## src/rtl/seg7_digit_capture.sv

```systemverilog
// rtl/seg7_digit_capture.sv - glitch-filtered 7-segment pattern capture and BCD decode
//
// Purpose: samples an active-low 7-segment bus, accepts a pattern once it has
// been seen STABLE_CNT consecutive samples in a row, decodes it to a BCD digit
// and offers each newly stable digit once on a single-entry valid/ready slot.
//
// Ports:
//   clk          system clock, all state on rising edge
//   reset        synchronous, active-high
//   sample_en    take a sample of leds this cycle
//   leds         segment pattern, bit i = segment i, 0 = lit
//   digit        decoded BCD digit, stable while digit_valid=1
//   digit_valid  digit held for consumer
//   digit_ready  consumer accepts digit when valid&ready
//   blank        last accepted pattern was all-off (7'h7F)
//   err_count    saturating count of stable invalid patterns
//   overflow     1-cycle pulse: new digit dropped because the slot was full
module seg7_digit_capture #(
  parameter int STABLE_CNT = 4,
  parameter int CNT_W      = 8
) (
  input  logic             clk,
  input  logic             reset,
  input  logic             sample_en,
  input  logic [6:0]       leds,
  output logic [3:0]       digit,
  output logic             digit_valid,
  input  logic             digit_ready,
  output logic             blank,
  output logic [CNT_W-1:0] err_count,
  output logic             overflow
);

  localparam logic [7:0] STABLE    = 8'(STABLE_CNT);
  localparam logic [6:0] PAT_BLANK = 7'h7F;
  localparam logic [0:0] ST_IDLE   = 1'b0;
  localparam logic [0:0] ST_FULL   = 1'b1;

  logic [6:0]       cand_q, cand_d;
  logic [7:0]       run_q, run_d;
  logic [6:0]       last_q, last_d;
  logic             lock_q, lock_d;
  logic [6:0]       lock_pat_q, lock_pat_d;
  logic [0:0]       state_q, state_d;
  logic [3:0]       digit_q, digit_d;
  logic             blank_q, blank_d;
  logic [CNT_W-1:0] err_q, err_d;
  logic             ovf_q, ovf_d;

  logic             match;
  logic             offer;
  logic [4:0]       dec;

  // Returns {is_digit, bcd}; is_digit=0 for blank and invalid patterns.
  function automatic logic [4:0] decode(input logic [6:0] p);
    logic [4:0] r;
    unique case (p)
      7'h40:   r = {1'b1, 4'd0};
      7'h79:   r = {1'b1, 4'd1};
      7'h24:   r = {1'b1, 4'd2};
      7'h30:   r = {1'b1, 4'd3};
      7'h19:   r = {1'b1, 4'd4};
      7'h12:   r = {1'b1, 4'd5};
      7'h02:   r = {1'b1, 4'd6};
      7'h78:   r = {1'b1, 4'd7};
      7'h00:   r = {1'b1, 4'd8};
      7'h10:   r = {1'b1, 4'd9};
      default: r = 5'd0;
    endcase
    return r;
  endfunction

  always_comb begin
    cand_d     = cand_q;
    run_d      = run_q;
    last_d     = last_q;
    lock_d     = 1'b0;
    lock_pat_d = lock_pat_q;
    state_d    = state_q;
    digit_d    = digit_q;
    blank_d    = blank_q;
    err_d      = err_q;
    ovf_d      = 1'b0;
    offer      = 1'b0;
    match      = (leds == cand_q);
    dec        = decode(lock_pat_q);

    // Tracker: the lock is registered so the slot reacts one edge later.
    if (sample_en) begin
      if (match) begin
        run_d = (run_q == STABLE) ? run_q : run_q + 8'd1;
      end else begin
        cand_d = leds;
        run_d  = 8'd1;
      end
      // Only the sample that brings run up to STABLE locks; a run already
      // saturated at STABLE that keeps matching does not lock again.
      lock_d     = (run_d == STABLE) && !(match && run_q == STABLE);
      lock_pat_d = leds;
    end

    // Classify a lock on a pattern different from the last accepted one.
    if (lock_q && lock_pat_q != last_q) begin
      last_d = lock_pat_q;
      if (dec[4]) begin
        offer   = 1'b1;
        blank_d = 1'b0;
      end else if (lock_pat_q == PAT_BLANK) begin
        blank_d = 1'b1;
      end else begin
        blank_d = 1'b0;
        if (err_q != {CNT_W{1'b1}}) err_d = err_q + CNT_W'(1);
      end
    end

    // Single-entry output slot.
    case (state_q)
      ST_IDLE: begin
        if (offer) begin
          digit_d = dec[3:0];
          state_d = ST_FULL;
        end
      end
      default: begin
        if (offer) begin
          if (digit_ready) digit_d = dec[3:0];
          else             ovf_d   = 1'b1;
        end else if (digit_ready) begin
          state_d = ST_IDLE;
        end
      end
    endcase
  end

  always_ff @(posedge clk) begin
    if (reset) begin
      cand_q     <= PAT_BLANK;
      run_q      <= 8'd0;
      last_q     <= PAT_BLANK;
      lock_q     <= 1'b0;
      lock_pat_q <= PAT_BLANK;
      state_q    <= ST_IDLE;
      digit_q    <= 4'd0;
      blank_q    <= 1'b1;
      err_q      <= '0;
      ovf_q      <= 1'b0;
    end else begin
      cand_q     <= cand_d;
      run_q      <= run_d;
      last_q     <= last_d;
      lock_q     <= lock_d;
      lock_pat_q <= lock_pat_d;
      state_q    <= state_d;
      digit_q    <= digit_d;
      blank_q    <= blank_d;
      err_q      <= err_d;
      ovf_q      <= ovf_d;
    end
  end

  assign digit       = digit_q;
  assign digit_valid = (state_q == ST_FULL);
  assign blank       = blank_q;
  assign err_count   = err_q;
  assign overflow    = ovf_q;

endmodule
```

## config.mk

```make
export PLATFORM = sky130hd
export DESIGN_NAME = seg7_digit_capture
export DESIGN_NICKNAME = d
export VERILOG_FILES = /design/src/rtl/seg7_digit_capture.sv
export SDC_FILE = /design/constraint.sdc
export NUM_CORES = 1
export LEC_CHECK = 0
export ABC_AREA = 1
export BUFFER_PORTS_ARGS = -buffer_cell sky130_fd_sc_hd__buf_2
export CAP_MARGIN = 20
export CORE_MARGIN = 5
export CORE_UTILIZATION = 54
export DETAILED_ROUTE_END_ITERATION = 8
export GPL_TIMING_DRIVEN = 1
export PLACE_DENSITY = 0.74
export SETUP_SLACK_MARGIN = 0.15
export SYNTH_ARGS = -nofsm -noshare
export SYNTH_HDL_FRONTEND = slang
export SYNTH_SLANG_ARGS = --single-unit
```

## constraint.sdc

```tcl
create_clock -name clk -period 1.8 [get_ports clk]
set_input_delay 0.36 -clock clk [delete_from_list [all_inputs] [get_ports clk]]
set_output_delay 0.36 -clock clk [all_outputs]
set_load 0.03 [all_outputs]
```

==> summary.md, run 1 <==
| Metric | Value |
|---|---|
| Std-Cell Rows | `24` |
| Setup TNS Final | `0 ns` |
| Slowest-stage cell, CP | `dfxtp_4` |
| Area grow syn2layout | `13.7%` |
| Routed vias | `2192` |
| Async SR Flop Fraction | `0` |
| Placed insts | `411` |
| Post-Layout Cell Count | `421` |
| Post-synthesis register bit count | `45` |
| Sequential-to-total area share from yosys stat | `0.371` |
| Die area | `5940 µm²` |
| CORE AREA | `4350 µm²` |
| Leakage | `0.00126 µW` |
| Worst Path Required | `1.99 ns` |
| Worst vdd ir | `0.000432 V` |
| Period minus WS final | `1.52 ns` |
| Outcome | `finished clean` |
| Initial Util | `0.558` |
| Largest net degree at the start of global routing | `23` |
| CP bufs+invs | `1` |
| Final antenna-violating net count | `0` |
| Place WS | `0.158 ns` |
| Synth warn | `0` |
| Hold slack final | `0.335 ns` |
| CTS Buf Count | `5` |
| Num ports | `26` |
| # clock sinks | `45` |
| # setup viols final | `0` |
| Max Slew Vio Count | `0` |
| Drt initial violations | `171` |
| Fmax | `657 MHz` |
| Synth cell types | `33` |
| Die span in y | `77.1 µm` |
| Final period util | `0.845` |
| DIE WIDTH | `77.1 µm` |
| R2R setup slack | `0.28 ns` |
| Top_reg_cell synth | `dfxtp_1` |
| Layout cell share with drive strength beyond 1 | `0.217` |
| Max clock buf depth | `2` |
| Syn Inst Count | `340` |
| Mean routed wirelength per cell | `12.0 µm` |
| CP Class | `register to register` |
| Final WL | `5040 µm` |
| DR DRC count | `0` |
| CTS Hold Bufs | `0` |
| CTS tree | `built` |
| PD cells | `688 nW/µm²` |
| Initial antenna violation count | `0` |
| Clk pin slew, worst setup/hold paths | `0.08 ns` |
| Critical Path Source | `lock_pat_q[0]` |
| Syn_area_per_cell | `7.15 µm²` |
| Number of flops mapped to enable cells by yosys | `0` |
| CTS Root Cell | `clkbuf_8` |
| RSZ-0062 raised after global routing | `false` |
| Fin nets | `383` |
| Critical path cell sequence | `inv_1, nand2_1, nand2_1, nand2_1, nor2_2, nand2_2, nand3_4, nor2_4, o21ai_0, nor2_1` |
| Cells on worst reg2reg path | `10` |
| Clock Skews | `0.00592 ns` |
| Arrival time worst endpoint | `1.71 ns` |
| H-tree depth | `2` |
| Worst path top cell family by delay | `simple AND/OR/NAND/NOR gates` |
| Antenna diode count | `0` |
| Total grt overflow | `0` |
| I/O Buffers | `25` |
| Vias in the first global route | `1980` |
| Final Util | `0.634` |
| Largest stage delay, worst path | `0.36 ns` |
| First-pass GRT wire length | `8760 µm` |
| Worst flop-to-flop path endpoint | `err_count[0]` |
| Drt first pass iters | `4` |
| Setup slack after layout | `0.279 ns` |
| Max transition margin | `0.732` |
| Final Hold Fails | `0` |
| Crit path max fanout | `8` |
| Measured slew at the worst slew-check pin | `0.402 ns` |
| Mapped Area | `2430 µm²` |
| Worst setup path endpoint | `err_count[0]` |
| Gp weighted congestion | `0.836` |
| Syn nets | `354` |
| Worst setup SP type | `register` |
| Max-cap violations | `0` |
| CP Capture Type | `register` |
| Clock latency on the worst-skew pair | `0.30 ns` |
| Cell count along the critical path | `10` |
| R2R Path Start | `lock_pat_q[0]` |
| Hold crit path type | `primary input to register` |
| Total GRT Usage | `0.176` |
| Dpl hpwl | `3590 µm` |
| CP most frequent cell | `nand2_1` |
| Via-per-instance ratio | `5.21` |
## state kept, by name, summed over array words and instances, names as in the netlist
name,flops
err_count,8
run_q,8
digit_valid,1
lock_q,1
last_q,7
cand_q,7
blank,1
overflow,1
digit,4
lock_pat_q,7
## where the power goes
group	total (µW)	switching [µW]	internal, µW
Clock	629	324	305
Sequential	1060	36.3	1030
Combinational	210	133	76.7
Total	1900	493	1410
## cells in the final DEF (no fill, tap or decap)
master / n
nand3_4: 1
nand2_2: 8
nand2_8: 2
nand3b_1: 2
nand3_2: 1
a21oi_1: 23
nor2_8: 2
o21bai_1: 1
buf_2: 25
nand4_1: 6
dfxtp_1: 37
o2111ai_1: 1
nor2_1: 32
xnor2_1: 9
clkbuf_8: 6
o211a_1: 2
xor2_1: 9
o21ai_2: 1
nand2_1: 76
nor2_4: 5
dfxtp_4: 4
and3_1: 1
nand3_1: 17
o21ai_0: 23
clkbuf_1: 1
inv_1: 31
buf_4: 5
a211oi_1: 1
ha_1: 2
dfxtp_2: 4
a31oi_1: 1
o211ai_1: 7
ha_2: 1
inv_2: 8
nor2_2: 7
o21ai_1: 7
## worst register-to-register path: stages, from the launching register on
cell     delay, ns
dfxtp_4       0.36
inv_1         0.11
nand2_1       0.07
nand2_1       0.05
nand2_1       0.06
nor2_2        0.15
nand2_2       0.14
nand3_4       0.20
nor2_4        0.08
o21ai_0       0.15
nor2_1        0.05
## cells in the mapped netlist (2+ instances only)
master    instances  share of area
a21oi_1          23          0.047
buf_2             2         0.0041
clkbuf_1          6         0.0093
dfxtp_1          45           0.37
ha_1              3          0.015
inv_1            33          0.051
inv_2             6         0.0093
nand2_1          77           0.12
nand2_2           7          0.018
nand3_1          17          0.035
nand3b_1          2         0.0062
nand4_1           6          0.015
nor2_1           35          0.054
nor2_2            6          0.015
nor2_4            2         0.0093
nor2_8            2          0.016
o211a_1           2         0.0082
o211ai_1          7          0.022
o21ai_0          23          0.047
o21ai_1           7          0.014
xnor2_1           9          0.032
xor2_1            9          0.032
## metrics by stage
| stage | cell area (µm²) | total power (µW) |
|---|---|---|
| 2_1_floorplan | 2430 | 1230 |
| 3_3_place_gp | 2600 | 1280 |
| 3_5_place_dp | 2600 | 1280 |
| 4_1_cts | 2690 | 1910 |
| 5_1_grt | 2760 | 2000 |
| 6_report | 2760 | 1900 |
## layer usage
metal  track usage  wire, µm
met4        0.0704        85
met2         0.286      2360
met1         0.222      2350
met3        0.0422       246
met5             0         0
## cells by family after synthesis
logic type	synth area share
compound gates	0.155
xor+xnor	0.0649
fa+ha+maj	0.0154
buf+inv	0.0783
flops	0.371
simple gates	0.316
## layout make-up
type	count	area, µm²
fillers	380	1590
clock buffers	7	86.3
multi-input cells	248	1380
well taps	52	65.1
inverters	39	146
repair buffers	30	163
flip-flops and latches	45	921
## repair_timing
action | in CTS | in global routing
resized for setup | 0 | 22
endpoints found under the setup margin | 0 | 14
endpoints found under the hold margin | 0 | 0
setup buffers | 0 | 2
## worst min path at each step
stage / startpoint / endpoint / slack [ns] / depth (start not counted)
3_3_place_gp: cand_q[2] / cand_q[2] / 0.46 / 2
6_report: leds[0] / lock_pat_q[0] / 0.34 / 3
5_1_grt: leds[0] / lock_pat_q[0] / 0.35 / 3
3_5_place_dp: cand_q[1] / cand_q[1] / 0.47 / 2
2_1_floorplan: cand_q[6] / cand_q[6] / 0.45 / 2
4_1_cts: leds[2] / lock_pat_q[2] / 0.33 / 3
No activity file was read; power rests on OpenSTA's default activity.
==> run 2: changes to the inputs <==
==> constraint.sdc (replaced) <==
create_clock -name clk -period 1.4 [get_ports clk]
set_input_delay 0.28 -clock clk [delete_from_list [all_inputs] [get_ports clk]]
set_output_delay 0.28 -clock clk [all_outputs]
set_load 0.03 [all_outputs]
==> run 2 against run 1 <==
The run now ends with setup timing left. Clock power grew 57%. Sequential share of layout area fell by 6.6 points. Via count is 16% higher. Total power up 49%. Routed wire length is 42% higher. Register-to-register slack lost 0.39 ns. Flip-flop and latch count unchanged. Count of clock-buffer cells in the layout unchanged. Largest cell class unchanged. Largest power group unchanged.
==> summary.md, run 2 (synthesized netlist as in run 1, its figures left out) <==
| Metric | Value |
|---|---|
| Final WL | `7160 µm (was 5040 µm)` |
| Drt first pass iters | `4 (unchanged)` |
| Final antenna-violating net count | `0 (unchanged)` |
| Dpl hpwl | `3940 µm (was 3590 µm)` |
| Fin nets | `421 (was 383)` |
| Area grow syn2layout | `48.7% (was 13.7%)` |
| Leakage | `0.00156 µW (was 0.00126 µW)` |
| CTS Root Cell | `clkbuf_8 (unchanged)` |
| Hold Crit Depth | `4 (was 3)` |
| I/O Buffers | `25 (unchanged)` |
| Routed vias | `2549 (was 2192)` |
| Die area | `5940 µm² (unchanged)` |
| Final Util | `0.830 (was 0.634)` |
| CTS tree | `built (unchanged)` |
| CP Capture Type | `register (unchanged)` |
| Total grt overflow | `0 (unchanged)` |
| CTS Buf Count | `5 (unchanged)` |
| Via-per-instance ratio | `5.54 (was 5.21)` |
| Post-Layout Cell Count | `460 (was 421)` |
| Final period util | `1.08 (was 0.845)` |
| First-pass GRT wire length | `10400 µm (was 8760 µm)` |
| Antenna diode count | `0 (unchanged)` |
| Worst vdd ir | `0.000916 V (was 0.000432 V)` |
| PD cells | `782 nW/µm² (was 688 nW/µm²)` |
| Worst setup SP type | `register (unchanged)` |
| Clock Skews | `0.00647 ns (was 0.00592 ns)` |
| Max transition margin | `0.774 (was 0.732)` |
| Clock latency on the worst-skew pair | `0.31 ns (was 0.30 ns)` |
| Outcome | `finished, violations left (was finished clean)` |
| Mean routed wirelength per cell | `15.6 µm (was 12.0 µm)` |
| DR DRC count | `0 (unchanged)` |
| Most frequent cells in the layout | `60 x nand2_1, 31 x buf_4, 22 x buf_2 (was 76 x nand2_1, 37 x dfxtp_1, 32 x nor2_1)` |
| Commonest non-fill, non-tap cell in the layout | `nand2_1 (unchanged)` |
| Max clock buf depth | `2 (unchanged)` |
| Crit path max fanout | `7 (was 8)` |
| Footprint of the multi-input gates | `1790 µm² (was 1380 µm²)` |
| Max Slew Vio Count | `0 (unchanged)` |
| H-tree depth | `2 (unchanged)` |
| Placed insts | `429 (was 411)` |
| Initial Util | `0.558 (unchanged)` |
| Worst Path Required | `1.60 ns (was 1.99 ns)` |
| Measured slew at the worst slew-check pin | `0.340 ns (was 0.402 ns)` |
| Max-cap violations | `0 (unchanged)` |
| Sequential cell area | `965 µm² (was 921 µm²)` |
| Setup slack after layout | `-0.111 ns (was 0.279 ns)` |
| Hold crit path type | `primary input to register (unchanged)` |
| Gp weighted congestion | `0.846 (was 0.836)` |
| # clock sinks | `45 (unchanged)` |
| Vias in the first global route | `2328 (was 1980)` |
| Clk pin slew, worst setup/hold paths | `0.09 ns (was 0.08 ns)` |
| CTS Hold Bufs | `0 (unchanged)` |
| DIE WIDTH | `77.1 µm (unchanged)` |
| CP Class | `register to register (unchanged)` |
| Std-Cell Rows | `24 (unchanged)` |
| Total GRT Usage | `0.209 (was 0.176)` |
| RSZ-0062 raised after global routing | `true (was false)` |
| Largest net degree at the start of global routing | `16 (was 23)` |
| Cells on worst reg2reg path | `10 (unchanged)` |
| Layout cell share with drive strength beyond 1 | `0.522 (was 0.217)` |
| Period minus WS final | `1.51 ns (was 1.52 ns)` |
| Die span in y | `77.1 µm (unchanged)` |
| Num ports | `26 (unchanged)` |
| Initial antenna violation count | `0 (unchanged)` |
| Final Hold Fails | `0 (unchanged)` |
| Arrival time worst endpoint | `1.71 ns (about the same)` |
| Place WS | `-0.0412 ns (was 0.158 ns)` |
| Fmax | `662 MHz (was 657 MHz)` |
| FILL cells | `248 (was 380)` |
| CORE AREA | `4350 µm² (unchanged)` |
| # setup viols final | `28 (was 0)` |
| Failing checks | `setup timing` |
| Drt initial violations | `159 (was 171)` |
==> run 2: cell type report <==
type / instances / share of cell area
Tap cell: 52 / 0.0180
Timing Repair Buffer: 67 / 0.141
Multi-Input combinational cell: 249 / 0.497
Clock buffer: 7 / 0.0298
Inverter: 39 / 0.0461
Clock inverter: 1 / 0.00173
Sequential cell: 45 / 0.267
==> run 2: worst max-delay path, stage by stage, from the launching register on <==
cell and delay [ns]:
dfxtp_4 0.38, inv_4 0.09, nand2_1 0.06, nand2_1 0.09, nand2_1 0.07, nor2_1 0.11, nand2_2 0.11, nand3_4 0.19
nor2_8 0.07, o21ai_0 0.16, nor2_1 0.07
==> run 2: path summary, 6_finish.rpt <==
path | from | endpoint | slack (ns)
setup reg to reg | lock_pat_q[5] | err_count[1] | -0.11
hold / removal | digit_ready | overflow | 0.25
setup / recovery | lock_pat_q[5] | err_count[1] | -0.11
hold reg to reg | cand_q[0] | cand_q[0] | 0.48
==> run 2: power by group <==
group / total (µW) / internal [µW] / switching (µW)
clock: 987 / 511 / 476
sequential: 1380 / 1310 / 65.1
combinational: 462 / 202 / 260
==> run 2: repair_timing <==
item                                    in CTS  in global routing
resized for setup                           55                 86
endpoints found under the setup margin      38                 41
endpoints found under the hold margin        0                  0
gates cloned                                 2                  0
pin swaps                                   40                 38
setup buffers                                5                 16
==> run 2: stage by stage <==
step	power (µW)	setup TNS [ns]	instance area [µm²]	hold slack [ns]
floorplan	1580	0	2530	0.388
global placement	1680	-0.0605	2830	0.461
detailed placement	1690	-0.217	2830	0.465
CTS	2690	-0.121	3200	0.236
global route	2930	-4.72	3610	0.287
finish	2830	-1.68	3610	0.253
==> run 2: layer usage <==
metal	up-vias	share of wire	global-route usage
li1	1237	-	-
met1	1183	0.38	0.246
met2	101	0.53	0.363
met3	28	0.057	0.0422
met4	0	0.037	0.0962
met5	-	0	0
==> run 3: changes to the inputs <==
--- a/config.mk
+++ b/config.mk
@@ -12,7 +12,7 @@
 export CORE_UTILIZATION = 54
 export DETAILED_ROUTE_END_ITERATION = 8
 export GPL_TIMING_DRIVEN = 1
-export PLACE_DENSITY = 0.74
+export PLACE_DENSITY = 0.81
 export SETUP_SLACK_MARGIN = 0.15
 export SYNTH_ARGS = -nofsm -noshare
 export SYNTH_HDL_FRONTEND = slang
==> run 3 against run 2 <==
The flow still finishes with violations (setup timing). Largest power group unchanged. Global-route usage is 0.83 points higher. Non-clock buffer count is 2 higher. Sequential power hardly changed. Total power is 3.9% higher. Clock power is 12% higher.
==> summary.md, run 3 (synthesized netlist as in run 1, its figures left out) <==
| Metric | Value |
|---|---|
| Outcome | `finished, violations left (unchanged)` |
| Failing checks | `setup timing (unchanged)` |
| Fin nets | `423 (was 421)` |
| Layout cell share with drive strength beyond 1 | `0.534 (was 0.522)` |
| Die area | `5940 µm² (unchanged)` |
| Sw power | `803 µW (was 801 µW)` |
| Final WL | `8360 µm (was 7160 µm)` |
| FILL cells | `217 (was 248)` |
| Dpl hpwl | `3820 µm (was 3940 µm)` |
| Worst Path Required | `1.63 ns (was 1.60 ns)` |
| Via-per-instance ratio | `5.94 (was 5.54)` |
| Final Util | `0.853 (was 0.830)` |
| Num ports | `26 (unchanged)` |
| Final antenna-violating net count | `0 (unchanged)` |
| Measured slew at the worst slew-check pin | `0.493 ns (was 0.340 ns)` |
| Sequential share of power | `0.470 (was 0.487)` |
| R2R setup slack | `-0.19 ns (was -0.11 ns)` |
| Die span in y | `77.1 µm (unchanged)` |
| Largest net degree at the start of global routing | `24 (was 16)` |
| Leakage | `0.00161 µW (was 0.00156 µW)` |
| # clock sinks | `45 (unchanged)` |
| Drt first pass iters | `6 (was 4)` |
| Std-Cell Rows | `24 (unchanged)` |
| Initial antenna violation count | `0 (unchanged)` |
| Antenna diode count | `0 (unchanged)` |
| Total grt overflow | `0 (unchanged)` |
| Max-cap violations | `0 (unchanged)` |
| CP Capture Type | `register (unchanged)` |
| Crit path max fanout | `7 (unchanged)` |
| I/O Buffers | `25 (unchanged)` |
| Area grow syn2layout | `52.9% (was 48.7%)` |
| Routed vias | `2744 (was 2549)` |
| Gp weighted congestion | `0.872 (was 0.846)` |
| Hold Crit Depth | `3 (was 4)` |
| Period minus WS final | `1.59 ns (was 1.51 ns)` |
| Max transition margin | `0.668 (was 0.774)` |
| Arrival time worst endpoint | `1.81 ns (was 1.71 ns)` |
| Max clock buf depth | `2 (unchanged)` |
| DIE WIDTH | `77.1 µm (unchanged)` |
| R2R Path Start | `lock_pat_q[2] (was lock_pat_q[5])` |
| Clock latency on the worst-skew pair | `0.30 ns (was 0.31 ns)` |
| Place WS | `-0.0578 ns (was -0.0412 ns)` |
| Hold crit path type | `primary input to register (unchanged)` |
| CTS Hold Bufs | `0 (unchanged)` |
| CORE AREA | `4350 µm² (unchanged)` |
| # setup viols final | `25 (was 28)` |
| Total GRT Usage | `0.218 (was 0.209)` |
| Worst vdd ir | `0.000816 V (was 0.000916 V)` |
| Final period util | `1.13 (was 1.08)` |
| Mean routed wirelength per cell | `18.1 µm (was 15.6 µm)` |
| Switching share of power | `0.273 (was 0.283)` |
| Worst setup SP type | `register (unchanged)` |
| Cells on worst reg2reg path | `10 (unchanged)` |
| Clk pin slew, worst setup/hold paths | `0.09 ns (about the same)` |
| First-pass GRT wire length | `10700 µm (was 10400 µm)` |
| Final Hold Fails | `0 (unchanged)` |
| Hold_sp | `leds[1] (was digit_ready)` |
| Clock Skews | `0.00526 ns (was 0.00647 ns)` |
| RSZ-0062 raised after global routing | `true (unchanged)` |
| Comb pwr share | `0.154 (was 0.164)` |
| CTS Root Cell | `clkbuf_8 (unchanged)` |
| Most frequent cells in the layout | `56 x nand2_1, 26 x buf_4, 22 x nor2_1 (was 60 x nand2_1, 31 x buf_4, 22 x buf_2)` |
| Worst flop-to-flop path endpoint | `err_count[2] (was err_count[1])` |
| Commonest non-fill, non-tap cell in the layout | `nand2_1 (unchanged)` |
| Max Slew Vio Count | `0 (unchanged)` |
| CP Class | `register to register (unchanged)` |
| PD cells | `791 nW/µm² (was 782 nW/µm²)` |
| CTS Buf Count | `5 (unchanged)` |
| Vias in the first global route | `2358 (was 2328)` |
| DR DRC count | `0 (unchanged)` |
| Int Pwr | `2130 µW (was 2030 µW)` |
| Setup slack after layout | `-0.188 ns (was -0.111 ns)` |
| CTS tree | `built (unchanged)` |
| H-tree depth | `2 (unchanged)` |
| Initial Util | `0.558 (unchanged)` |
| Clk pwr share | `0.376 (was 0.349)` |
| Drt initial violations | `193 (was 159)` |
| Min-Delay Endpoint | `lock_pat_q[1] (was overflow)` |
| Fmax | `630 MHz (was 662 MHz)` |
==> run 3: cell count changes in the layout (fill, tap and decap cells not counted), sizes merged <==
| cell | change |
|---|---|
| clkinv | +1 |
| inv | -1 |
| clkbuf | +1 |
| bufinv | +1 |
==> run 3: through the flow <==
stage                     setup TNS (ns)  instances  hold WS [ns]  power, µW  cell area, µm²
after CTS                         -0.115        446         0.239       2830            3250
after floorplan                        0        340         0.388       1580            2530
after global placement           -0.0270        428         0.458       1680            2830
after detailed placement          -0.263        428         0.467       1680            2830
after global routing               -3.93        462         0.281       3040            3720
final                              -2.07        462         0.271       2940            3720
==> run 3: worst max-delay path by stage <==
| stage | start | cells after the start | end |
|---|---|---|---|
| after global placement | lock_pat_q[3] | 10 | err_count[1] |
| after detailed placement | lock_pat_q[6] | 11 | err_count[1] |
| after floorplan | err_count[1] | 11 | err_count[0] |
| final | lock_pat_q[2] | 10 | err_count[2] |
| after CTS | err_count[1] | 11 | err_count[1] |
| after global routing | lock_pat_q[2] | 10 | err_count[2] |
==> run 3: critical path, stage by stage (launching register included) <==
cell and delay, ns:
dfxtp_4 0.41, inv_2 0.05, nand2_1 0.08, nor2_2 0.05
nand2_1 0.06, nand2_1 0.09, nor2_4 0.21, nand2_8 0.11
nor2_8 0.17, nand2_1 0.11, a21oi_1 0.18
==> run 3: final cells by class <==
type | count | area [µm²] | area share
multi-input cells | 249 | 1820 | 0.490
flip-flops and latches | 45 | 963 | 0.259
repair buffers | 69 | 571 | 0.154
inverters | 39 | 169 | 0.0455
clock buffers | 6 | 93.8 | 0.0253
well taps | 52 | 65.1 | 0.0175
clock inverters | 2 | 35.0 | 0.00943
==> run 3: power by group through the flow <==
stage,logic [µW],registers (µW),clock network (µW)
after CTS,341,1370,1120
after global routing,479,1390,1170
after detailed placement,292,1390,0
after floorplan,201,1380,0
after global placement,286,1390,0
final,452,1380,1110
==> run 3: per-layer routing <==
metal | routed length [µm] | share of wire | track usage | vias up
met1 | 3070 | 0.37 | 0.251 | 1281
met3 | 576 | 0.069 | 0.0550 | 43
li1 | - | - | - | 1247
met4 | 373 | 0.045 | 0.0808 | 0
met5 | 0 | 0 | 0 | -
met2 | 4330 | 0.52 | 0.385 | 173
==> run 3: what timing repair did <==
item	in CTS	in global routing
setup endpoints to repair	40	42
resized for setup	61	99
pin swaps	40	45
cloned	2	1
setup buffers	8	15
